## config.mk

```make
export PLATFORM = sky130hd
export DESIGN_NAME = mprj_logic_seq
export DESIGN_NICKNAME = d
export VERILOG_FILES = /design/src/rtl/mprj_logic_pkg.sv /design/src/rtl/mprj_logic_step_timer.sv /design/src/rtl/mprj_logic_seq.sv
export SDC_FILE = /design/constraint.sdc
export NUM_CORES = 1
export LEC_CHECK = 0
export CAP_MARGIN = 20
export CELL_PAD_IN_SITES_DETAIL_PLACEMENT = 1
export CELL_PAD_IN_SITES_GLOBAL_PLACEMENT = 2
export CORE_MARGIN = 2
export CORE_UTILIZATION = 14
export CTS_CLUSTER_SIZE = 8
export DETAILED_ROUTE_END_ITERATION = 16
export PLACE_DENSITY = 0.93
export SYNTH_ARGS = -nofsm -noshare
export SYNTH_HDL_FRONTEND = slang
export SYNTH_HIERARCHICAL = 1
export SYNTH_SLANG_ARGS = --single-unit
```

## constraint.sdc

```tcl
create_clock -name wb_clk_i -period 6.5 [get_ports wb_clk_i]
set_clock_uncertainty 0.05 [all_clocks]
set_input_delay 1.3 -clock wb_clk_i [delete_from_list [all_inputs] [get_ports wb_clk_i]]
set_output_delay 1.3 -clock wb_clk_i [all_outputs]
set_load 0.02 [all_outputs]
```

## src/rtl/mprj_logic_pkg.sv

```systemverilog
// rtl/mprj_logic_pkg.sv - shared state type and slice helpers for the sequenced enable vector
package mprj_logic_pkg;

   typedef enum logic [1:0] {
      OFF       = 2'd0,
      RAMP_UP   = 2'd1,
      ON        = 2'd2,
      RAMP_DOWN = 2'd3
   } seq_state_e;

   function automatic int slice_size(input int width, input int groups);
      return (width + groups - 1) / groups;
   endfunction

   function automatic int slice_lo(input int g, input int width, input int groups);
      return g * slice_size(width, groups);
   endfunction

   // The last group is clipped to the vector width and may be short.
   function automatic int slice_hi(input int g, input int width, input int groups);
      int top;
      top = (g + 1) * slice_size(width, groups);
      if (top > width) top = width;
      return top - 1;
   endfunction

   function automatic logic group_on(input int g, input int lvl);
      return lvl > g;
   endfunction

endpackage

```

## src/rtl/mprj_logic_step_timer.sv

```systemverilog
// rtl/mprj_logic_step_timer.sv - inter-group delay down-counter, reloaded on every step
module mprj_logic_step_timer #(
   parameter int DLY_W = 8
) (
   input  logic             clk,
   input  logic             rstn,
   input  logic             clr,
   input  logic             reload,
   input  logic [DLY_W-1:0] dly,
   output logic             tick
);

   logic [DLY_W-1:0] cnt_q, cnt_d;

   always_comb begin
      cnt_d = cnt_q;
      if (clr)
         cnt_d = '0;
      else if (reload)
         cnt_d = dly;
      else if (cnt_q != '0)
         cnt_d = cnt_q - DLY_W'(1);
   end

   always_ff @(posedge clk) begin
      if (!rstn)
         cnt_q <= '0;
      else
         cnt_q <= cnt_d;
   end

   // Loading dly and counting down to zero spaces steps dly+1 cycles apart.
   assign tick = (cnt_q == '0);

endmodule

```

## src/rtl/mprj_logic_seq.sv

```systemverilog
// rtl/mprj_logic_seq.sv - sequenced user-project enable vector, raised and lowered a group at a time
module mprj_logic_seq
   import mprj_logic_pkg::*;
#(
   parameter int WIDTH  = 463,
   parameter int GROUPS = 4,
   parameter int DLY_W  = 8
) (
`ifdef USE_POWER_PINS
   inout  wire              vccd1,
   inout  wire              vssd1,
`endif
   input  logic             wb_clk_i,
   input  logic             wb_rstn_i,
   input  logic             en,
   input  logic             force_lo,
   input  logic [DLY_W-1:0] dly,
   output logic [WIDTH-1:0] HI,
   output logic             done,
   output logic             busy
);

   localparam int SLICE = slice_size(WIDTH, GROUPS);
   localparam int LVL_W = $clog2(GROUPS + 1);
   localparam logic [LVL_W-1:0] LVL_LAST = LVL_W'(GROUPS - 1);
   localparam logic [LVL_W-1:0] LVL_ONE  = LVL_W'(1);

   if (GROUPS < 1 || GROUPS > WIDTH || (GROUPS * SLICE - WIDTH) >= SLICE) begin : g_bad_cfg
      $error("mprj_logic_seq: GROUPS=%0d leaves an empty slice for WIDTH=%0d", GROUPS, WIDTH);
   end

   seq_state_e       state_q, state_d;
   logic [LVL_W-1:0] lvl_q, lvl_d;
   logic [WIDTH-1:0] hi_q, hi_d;
   logic             done_q, done_d;
   logic             busy_q, busy_d;
   logic             reload;
   logic             tick;

   mprj_logic_step_timer #(
      .DLY_W (DLY_W)
   ) u_timer (
      .clk    (wb_clk_i),
      .rstn   (wb_rstn_i),
      .clr    (force_lo),
      .reload (reload),
      .dly    (dly),
      .tick   (tick)
   );

   // A direction change or a start from rest steps at once; only continued ramps wait for tick.
   always_comb begin
      state_d = state_q;
      lvl_d   = lvl_q;
      reload  = 1'b0;
      case (state_q)
         OFF: begin
            if (en) begin
               lvl_d   = lvl_q + LVL_ONE;
               state_d = (lvl_q == LVL_LAST) ? ON : RAMP_UP;
               reload  = 1'b1;
            end
         end
         RAMP_UP: begin
            if (!en) begin
               lvl_d   = lvl_q - LVL_ONE;
               state_d = (lvl_q == LVL_ONE) ? OFF : RAMP_DOWN;
               reload  = 1'b1;
            end else if (tick) begin
               lvl_d   = lvl_q + LVL_ONE;
               state_d = (lvl_q == LVL_LAST) ? ON : RAMP_UP;
               reload  = 1'b1;
            end
         end
         ON: begin
            if (!en) begin
               lvl_d   = lvl_q - LVL_ONE;
               state_d = (lvl_q == LVL_ONE) ? OFF : RAMP_DOWN;
               reload  = 1'b1;
            end
         end
         RAMP_DOWN: begin
            if (en) begin
               lvl_d   = lvl_q + LVL_ONE;
               state_d = (lvl_q == LVL_LAST) ? ON : RAMP_UP;
               reload  = 1'b1;
            end else if (tick) begin
               lvl_d   = lvl_q - LVL_ONE;
               state_d = (lvl_q == LVL_ONE) ? OFF : RAMP_DOWN;
               reload  = 1'b1;
            end
         end
         default: begin
            state_d = OFF;
            lvl_d   = '0;
         end
      endcase
      if (force_lo) begin
         state_d = OFF;
         lvl_d   = '0;
         reload  = 1'b0;
      end
   end

   for (genvar g = 0; g < GROUPS; g++) begin : g_slice
      localparam int LO = slice_lo(g, WIDTH, GROUPS);
      localparam int HB = slice_hi(g, WIDTH, GROUPS);
      assign hi_d[HB:LO] = {(HB - LO + 1){group_on(g, int'(lvl_d))}};
   end

   always_comb begin
      done_d = (state_d == ON);
      busy_d = (state_d == RAMP_UP) || (state_d == RAMP_DOWN);
   end

   always_ff @(posedge wb_clk_i) begin
      if (!wb_rstn_i) begin
         state_q <= OFF;
         lvl_q   <= '0;
         hi_q    <= '0;
         done_q  <= 1'b0;
         busy_q  <= 1'b0;
      end else begin
         state_q <= state_d;
         lvl_q   <= lvl_d;
         hi_q    <= hi_d;
         done_q  <= done_d;
         busy_q  <= busy_d;
      end
   end

   assign HI   = hi_q;
   assign done = done_q;
   assign busy = busy_q;

endmodule
```

==> run summary, run 1 <==
Outcome -> complete, no violations
Slew headroom -> 0.3107
Slowest cell on crit path -> nor2_1
Final setup TNS -> 0 ns
Pre-antenna DRT Iters -> 4
Post-synth ARST share -> 0
Initial core utilization -> 0.1426
Initial antenna violation count -> 0
RSZ-0062 raised after global routing -> false
Nets@finish -> 618
Overflow after GRT -> 0
IO Count -> 477
CP endpoint kind -> flop
Fin crit period -> 3.492 ns
Antenna Nets Post-Route -> 0
Syn Area/Cell -> 7.756 µm²
CP Capture Point -> u_timer/cnt_q[6]
CP max stage delay -> 0.80 ns
Crit share post-route -> 0.5373
#FFs+latches synth -> 18
Mapped Cells -> 583
Worst reg2reg setup slack -> 3.33 ns
Setup crit start -> en
Mapped Area -> 4522 µm²
Dpl cell area -> 6304 µm²
DR iter-0 viols -> 105
Register area -> 372.9 µm²
Die W -> 183.7 µm
Routed vias -> 2788
Synth warn -> 6
Post-DR wirelength/cell -> 11.40 µm
Clock-pin slew on the worst setup and hold paths -> 0.05 ns
Multi-input gate area -> 614.3 µm²
Pint -> 0.5938 mW
Peak Freq -> 286.3 MHz
Syn Nets -> 600
Seq/Total Area, Yosys -> 0.07969
Vias per inst -> 2.782
H-tree lvl count -> 1
Psw -> 0.5146 mW
Leakage -> 2.128 nW
Top cell by count, worst path -> nor2_1
Cells along the critical path -> clkdlybuf4s50_1 -> xnor2_2 -> nor2_1 -> a21oi_1 -> nor2_1 -> a31oi_1 -> a221oi_1
Share of cells above drive strength 1 -> 0.02833
DIE HEIGHT -> 183.7 µm
Vias in the first global route -> 2236
Worst R2R Path Depth -> 10
Total track usage -> 0.05139
Sequential share of power -> 0.160
CTS hold repair buffers -> 0
CP required -> 6.60 ns
Sw frac -> 0.4643
Detailed Place HPWL -> 8.938 mm
Clk sink count -> 18
CTS Buf Count -> 3
Clock power frac -> 0.111
Worst-margin pin slew -> 1.030 ns
Final hold vios -> 0
EDFF count, synth -> 0
Antenna Cells -> 0
CTS resizes -> 0
Final instance area -> 6382 µm²
Maximum number of pins on one net before global-route repair -> 117
Global-route wire length before repair -> 14.12 mm
Final core occ -> 0.2012
DP Cell Count -> 998
IO Port Bufs -> 476
Core area -> 31720 µm²
Clock latency on the worst-skew pair -> 0.25 ns
MaxCap Viol Count -> 0
FILL cells -> 3694
Die area -> 33750 µm²
Critical Path AT -> 3.59 ns
# rows -> 65
Critical path startpoint category -> primary input
Most frequent cells in the layout -> clkdlybuf4s50_1 (476), dfxtp_1 (14), nand2_1 (12), inv_1 (11)
Area grow syn2layout -> 41.15%
Logic pwr share -> 0.729
CTS root buffer -> clkbuf_16
Place WS -> 2.745 ns
Max-slew violations -> 0
Setup WS post-layout -> 3.008 ns
Layout Cells excl Fill -> 1002
Unique masters post-synth -> 43
Clock Tree Buf Depth -> 2
CTS tree -> done
CP Max Fanout -> 16
PwrDens -> 173.7 nW/µm²
Highest ir drop seen on vdd -> 0.00009460 V
Ys flop type -> dfxtp_1
Reg-to-Reg Start -> u_timer/cnt_q[0]
Placer Congestion -> 0.6932
Remaining DRCs -> 0
Final setup fails -> 0
WL final -> 11.42 mm
Postcts setup bufs -> 0
HP Class -> reg -> reg
Most common cell after layout, fill and taps aside -> clkdlybuf4s50_1
Reg2reg end -> u_timer/cnt_q[6]
Crit path kind -> in -> reg
-- cells by family after synthesis --
kind of cell             after synthesis  share of synthesized area
buffers and inverters                475                     0.7844
AND/OR/NAND/NOR                       49                    0.06171
AO/OA/AOI/OAI                         32                    0.05091
flip-flops                            18                    0.07969
adder cells (fa/ha/maj)                5                    0.01384
XOR/XNOR                               4                   0.009410
-- how the worst min path moves through the flow --
stage / end / depth (start not counted) / start / slack, ns
6_report: u_timer/cnt_q[6] / 2 / u_timer/cnt_q[6] / 0.46
5_1_grt: u_timer/cnt_q[6] / 2 / u_timer/cnt_q[6] / 0.50
4_1_cts: u_timer/cnt_q[6] / 2 / u_timer/cnt_q[6] / 0.47
3_5_place_dp: u_timer/cnt_q[6] / 2 / u_timer/cnt_q[6] / 0.46
3_3_place_gp: u_timer/cnt_q[6] / 2 / u_timer/cnt_q[6] / 0.45
2_1_floorplan: u_timer/cnt_q[6] / 2 / u_timer/cnt_q[6] / 0.42
-- area by class of cell --
type,instances,share of cell area
clock buffers,3,0.01176
clock inverters,1,0.0005881
inverters,11,0.006469
multi-input cells,90,0.09626
flip-flops and latches,18,0.05842
well taps,402,0.07881
repair buffers,477,0.7477
-- power groups by stage --
stage	Clock (mW)	Combinational, mW	Sequential [mW]
3_3_place_gp	0	0.809	0.177
6_report	0.123	0.808	0.177
4_1_cts	0.129	0.818	0.180
3_5_place_dp	0	0.816	0.182
5_1_grt	0.135	0.843	0.186
2_1_floorplan	0	0.704	0.174
-- per-layer routing --
layer	wire length, µm	global-route usage
met1	4144	0.05356
met2	6370	0.1081
met3	878	0.008914
met4	25	0.005120
met5	0	0
-- state kept, by name, summed over array words and instances, names as in the netlist --
name,count
HI,4
busy,1
done,1
lvl_q,3
state_q,1
u_timer/cnt_q,8
-- worst max-delay path: cells and delay by family --
family                    cells  cell delay [ns]
and+or+nand+nor               2             0.92
buffers and inverters         1             0.63
AOI/OAI and AO/OA             3             0.47
xor gates and xnor gates      1             0.25
-- synth_stat cells (all sizes together) (4+ instances only) --
library cell / n / area, µm²
inv: 11 / 41.29
dfxtp: 18 / 360.4
ha: 5 / 62.56
nand2: 12 / 45.04
buf: 462 / 3480
xnor2: 4 / 42.55
nand2b: 8 / 50.05
o22ai: 4 / 25.02
o21ai: 4 / 23.77
a21oi: 7 / 35.03
nor2: 8 / 30.03
o211ai: 4 / 40.03
nor3: 4 / 20.02
-- stage by stage --
step                      total power, mW  hold WS (ns)
after floorplan                    0.8784        0.4183
after global placement             0.9858        0.4453
after detailed placement           0.9982        0.4582
after CTS                           1.126        0.4696
after global routing                1.164        0.5028
final                               1.108        0.4644
Note: power is estimated with default switching activity, not from simulation.
==> run 2, diff against run 1 <==
Settings changed: CORE_UTILIZATION 14 to 13, PLACE_DENSITY 0.93 to 0.88.
Clock period 6.5 ns to 3.7 ns, I/O delays scaled along.
==> run summary, run 2 (synthesis gave the netlist of run 1 again) <==
Outcome -> complete, no violations
Initial core utilization -> 0.1316 (-0.01101)
Routed vias -> 2762 (-0.93%)
Detailed Place HPWL -> 8.387 mm (-6.2%)
Critical Path AT -> 2.08 ns (-1.51 ns)
Final hold vios -> 0 (unchanged)
Critical path startpoint category -> flop
CTS hold repair buffers -> 0 (unchanged)
CP max stage delay -> 1.00 ns (+0.20 ns)
Placer Congestion -> 0.7301 (+5.3%)
Slew headroom -> 0.3270 (+0.01630)
Place WS -> 0.7179 ns (-2.027 ns)
Initial antenna violation count -> 0 (unchanged)
Clock latency on the worst-skew pair -> 0.25 ns (about the same)
Max reg flops -> 8 (unchanged)
Largest Register -> u_timer/cnt_q
Most frequent cells in the layout -> clkdlybuf4s50_1 (476), dfxtp_1 (14), nand2_1 (12), inv_1 (11)
Pre-antenna DRT Iters -> 4 (unchanged)
Final instance area -> 6511 µm² (+2.0%)
IO Count -> 477 (unchanged)
Crit share post-route -> 0.7753
Total track usage -> 0.04534 (-0.006049)
Setup WS post-layout -> 0.8313 ns (-2.176 ns)
Vias in the first global route -> 2159 (-3.4%)
Final setup TNS -> 0 ns (unchanged)
Final core occ -> 0.1894 (-0.01179)
DIE HEIGHT -> 190.5 µm (+3.7%)
IO Port Bufs -> 476 (unchanged)
Final hold slack -> 0.4576 ns (-0.006774 ns)
Clock-pin slew on the worst setup and hold paths -> 0.05 ns (about the same)
MaxCap Viol Count -> 0 (unchanged)
DR iter-0 viols -> 84 (-20%)
H-tree lvl count -> 1 (unchanged)
WL final -> 10.88 mm (-4.7%)
Dpl cell area -> 6432 µm² (+2.0%)
Die area -> 36290 µm² (+7.5%)
CTS resizes -> 0 (unchanged)
FILL cells -> 4042 (+9.4%)
Crit path kind -> reg -> out
Leakage -> 2.152 nW (+1.2%)
CP endpoint kind -> output pin
CTS root buffer -> clkbuf_16
DP Cell Count -> 1054 (+5.6%)
Layout Cells excl Fill -> 1058 (+5.6%)
CTS Buf Count -> 3 (unchanged)
Slowest cell on crit path -> dfxtp_4
Antenna Cells -> 0 (unchanged)
Antenna Nets Post-Route -> 0 (unchanged)
Most common cell after layout, fill and taps aside -> clkdlybuf4s50_1
Fin crit period -> 2.869 ns
Die W -> 190.5 µm (+3.7%)
Power consumption -> 1.957 mW (+77%)
Nets@finish -> 621 (+0.49%)
Postcts setup bufs -> 0 (unchanged)
CP Max Fanout -> 116 (+100)
Global-route wire length before repair -> 13.52 mm (-4.2%)
Area grow syn2layout -> 44.00%
RSZ-0062 raised after global routing -> false
Buffer and inverter count on the worst path -> 1 (unchanged)
Max-slew violations -> 0 (unchanged)
Core area -> 34370 µm² (+8.4%)
Vias per inst -> 2.611 (-6.2%)
Worst-margin pin slew -> 1.009 ns (-0.02065 ns)
HP Class -> reg -> reg
CP required -> 2.91 ns (-3.69 ns)
Final setup fails -> 0 (unchanged)
PwrDens -> 300.5 nW/µm² (+73%)
Maximum number of pins on one net before global-route repair -> 117 (unchanged)
Clock Tree Buf Depth -> 2 (unchanged)
Peak Freq -> 348.6 MHz
Remaining DRCs -> 0 (unchanged)
Cell family with most CP delay -> flip-flops
Highest ir drop seen on vdd -> 0.0001684 V (+78%)
# rows -> 68 (+4.6%)
Post-DR wirelength/cell -> 10.28 µm (-9.8%)
CTS tree -> done
Overflow after GRT -> 0 (unchanged)
Share of cells above drive strength 1 -> 0.03317 (+0.004834)
Clk sink count -> 18 (unchanged)
Cells along the critical path -> clkdlybuf4s50_1
## run 2: changes by cell type in the layout (fill, tap and decap cells not counted), sizes merged
cell / change
clkinv: -1
clkbuf: +1
buf: +3
## run 2: layout make-up
cell class	count	area [µm²]	share of cell area
well taps	455	569.3	0.08743
repair buffers	480	4832	0.7421
flip-flops and latches	18	375.4	0.05765
inverters	11	41.29	0.006341
clock buffers	4	78.83	0.01211
multi-input cells	90	614.3	0.09435
## run 2: metal layers
metal / up-vias / wire, µm / GRT usage
met4: 0 / 11 / 0.002683
met5: - / 0 / 0
met1: 1217 / 4248 / 0.05319
li1: 1397 / - / -
met3: 2 / 767 / 0.007913
met2: 146 / 5850 / 0.08853
## run 2: power breakdown
part	leakage, nW	total [mW]	internal (mW)	switching [mW]
sequential	0.150	0.284	0.210	0.0735
clock	0.0382	0.224	0.147	0.0770
combinational	1.96	1.45	0.696	0.754
total	2.15	1.96	1.05	0.904
## run 2: path summary, 6_finish.rpt
| check | end | depth (start not counted) | slack (ns) | startpoint |
|---|---|---|---|---|
| worst max-delay path | HI[46] | 1 | 0.83 | HI[115] |
| worst min-delay path | u_timer/cnt_q[6] | 2 | 0.46 | u_timer/cnt_q[6] |
| worst max register to register | u_timer/cnt_q[0] | 11 | 0.99 | u_timer/cnt_q[0] |
| worst min register to register | u_timer/cnt_q[6] | 2 | 0.46 | u_timer/cnt_q[6] |
==> run 3, diff against run 2 <==
Settings changed: CORE_UTILIZATION 13 to 12, PLACE_DENSITY 0.88 to 0.86.
Clock period 3.7 ns to 2.6 ns, I/O delays scaled along.
==> run summary, run 3 (synthesis gave the netlist of run 1 again) <==
Max reg flops -> 8 (unchanged)
Power consumption -> 2.823 mW (+44%)
WL final -> 11.48 mm (+5.5%)
H-tree lvl count -> 1 (unchanged)
Vias per inst -> 2.514 (-3.7%)
Most frequent cells in the layout -> clkdlybuf4s50_1 (476), dfxtp_1 (14), nand2_1 (12), inv_1 (11)
Worst R2R Path Depth -> 11 (unchanged)
Maximum number of pins on one net before global-route repair -> 117 (unchanged)
Multi-input gate area -> 621.8 µm² (+1.2%)
CP required -> 2.70 ns (-0.21 ns)
CP max stage delay -> 0.39 ns (-0.61 ns)
Overflow after GRT -> 0 (unchanged)
Routed vias -> 2823 (+2.2%)
DIE HEIGHT -> 198.1 µm (+4.0%)
Die W -> 198.1 µm (+4.0%)
Reg-to-Reg Start -> u_timer/cnt_q[0]
Largest Register -> u_timer/cnt_q
Clock-pin slew on the worst setup and hold paths -> 0.05 ns (about the same)
Initial core utilization -> 0.1209 (-0.01065)
Pre-antenna DRT Iters -> 4 (unchanged)
Highest ir drop seen on vdd -> 0.0002175 V (+29%)
Dpl cell area -> 6595 µm² (+2.5%)
Worst reg2reg setup slack -> 0.18 ns (-0.81 ns)
DR iter-0 viols -> 76 (-9.5%)
Place WS -> 0.1718 ns (-0.5461 ns)
Max-slew violations -> 0 (unchanged)
Most common cell after layout, fill and taps aside -> clkdlybuf4s50_1
Reg2reg end -> u_timer/cnt_q[4]
CTS root buffer -> clkbuf_16
Postcts setup bufs -> 0 (unchanged)
Placer Congestion -> 0.6580 (-9.9%)
Post-DR wirelength/cell -> 10.22 µm (-0.59%)
FILL cells -> 4367 (+8.0%)
IO Count -> 477 (unchanged)
IO Port Bufs -> 476 (unchanged)
Clk sink count -> 18 (unchanged)
Antenna Cells -> 0 (unchanged)
Vias in the first global route -> 2213 (+2.5%)
Metal2 WL -> 6.089 mm (+4.1%)
HP Class -> reg -> reg
Final hold vios -> 0 (unchanged)
CTS Buf Count -> 3 (unchanged)
Slew headroom -> 0.6526 (+0.3255)
Antenna Nets Post-Route -> 0 (unchanged)
Area grow syn2layout -> 47.76%
DR top layer -> met4
Leakage -> 2.206 nW (+2.5%)
Setup WS post-layout -> 0.1762 ns (-0.6551 ns)
Crit share post-route -> 0.9322
PwrDens -> 422.5 nW/µm² (+41%)
Total track usage -> 0.04355 (-0.001791)
Cells along the critical path -> inv_1 -> ha_1 -> nor3b_2 -> and2_1 -> and2b_1 -> nor2_1 -> a21oi_1 -> nor2_1 -> buf_4 -> or2_2 -> o32ai_2
Slowest cell on crit path -> dfxtp_1
Outcome -> complete, no violations
HP Start -> u_timer/cnt_q[6]
Share of cells above drive strength 1 -> 0.04902 (+0.01585)
Global-route wire length before repair -> 13.70 mm (+1.3%)
Clock latency on the worst-skew pair -> 0.25 ns (about the same)
Routed met1 length -> 4.319 mm (+1.7%)
Detailed Place HPWL -> 9.070 mm (+8.1%)
Crit path kind -> reg -> reg
CP endpoint kind -> flop
Nets@finish -> 630 (+1.4%)
Peak Freq -> 412.6 MHz
Hold Crit Endpoint -> u_timer/cnt_q[6]
Register area -> 375.4 µm² (unchanged)
Die area -> 39250 µm² (+8.2%)
Final instance area -> 6681 µm² (+2.6%)
Remaining DRCs -> 0 (unchanged)
Clock Tree Buf Depth -> 2 (unchanged)
Top cell by count, worst path -> nor2_1
MaxCap Viol Count -> 0 (unchanged)
Worst-margin pin slew -> 0.5169 ns (-0.4926 ns)
Critical path startpoint category -> flop
Initial antenna violation count -> 0 (unchanged)
Met3 WL -> 1.044 mm (+36%)
# rows -> 71 (+4.4%)
Core area -> 37400 µm² (+8.8%)
CTS tree -> done
Hold Path Cell Cnt -> 2 (unchanged)
Final setup fails -> 0 (unchanged)
Critical Path AT -> 2.53 ns (+0.45 ns)
CP Max Fanout -> 16 (-86%)
Fin crit period -> 2.424 ns
run 3: cell count changes in the layout (fill, tap and decap cells not counted):
cell	delta
buf_12	+2
o32ai_2	+1
buf_4	+7
o32ai_1	-1
clkbuf_1	-1
clkinv_1	+1
run 3: critical path: cells and delay by family, from the launching register on:
| kind | cells | cell delay [ns] |
|---|---|---|
| AO/OA/AOI/OAI | 2 | 0.38 |
| adder cells (fa/ha/maj) | 1 | 0.20 |
| buffers and inverters | 2 | 0.27 |
| flip-flops | 1 | 0.39 |
| AND/OR/NAND/NOR | 6 | 1.04 |
run 3: how the worst max path moves through the flow:
stage / endpoint / slack, ns / start / depth (start not counted)
after global placement: u_timer/cnt_q[0] / 0.20 / en / 8
after detailed placement: u_timer/cnt_q[0] / 0.17 / u_timer/cnt_q[0] / 11
after global routing: u_timer/cnt_q[4] / -0.007 / u_timer/cnt_q[0] / 11
after floorplan: u_timer/cnt_q[3] / 0.16 / u_timer/cnt_q[0] / 12
after CTS: u_timer/cnt_q[4] / 0.15 / u_timer/cnt_q[0] / 11
final: u_timer/cnt_q[4] / 0.18 / u_timer/cnt_q[0] / 11
run 3: what timing repair did:
item,in CTS,in global routing
hold buffers,0,0
setup endpoints to repair,0,1
resized for setup,0,1
run 3: metal layers:
metal / vias to the layer above / GRT usage
li1: 1414 / -
met4: 0 / 0.004177
met3: 2 / 0.01073
met2: 180 / 0.08954
met5: - / 0
met1: 1227 / 0.04502
run 3: report_power, final:
part	switching [mW]	internal, mW	leakage (nW)
sequential	0.0391	0.300	0.150
clock	0.103	0.204	0.0385
combinational	1.15	1.02	2.02
run 3: layout make-up:
class / instances / area share
timing repair buffer: 489 / 0.7371
clock buffer: 3 / 0.01124
tap: 511 / 0.09569
sequential: 18 / 0.05618
inverter: 11 / 0.006180
clock inverter: 1 / 0.0005618
multi-input combinational: 90 / 0.09307
run 3: through the flow:
stage | std cells | hold slack (ns) | setup TNS, ns | util
after detailed placement | 1119 | 0.4598 | 0 | 0.1763
after global placement | 1119 | 0.4400 | 0 | 0.1763
final | 1123 | 0.4683 | 0 | 0.1786
after CTS | 1123 | 0.4717 | 0 | 0.1784
after global routing | 1123 | 0.4980 | -0.006772 | 0.1786
after floorplan | 583 | 0.4183 | 0 | -
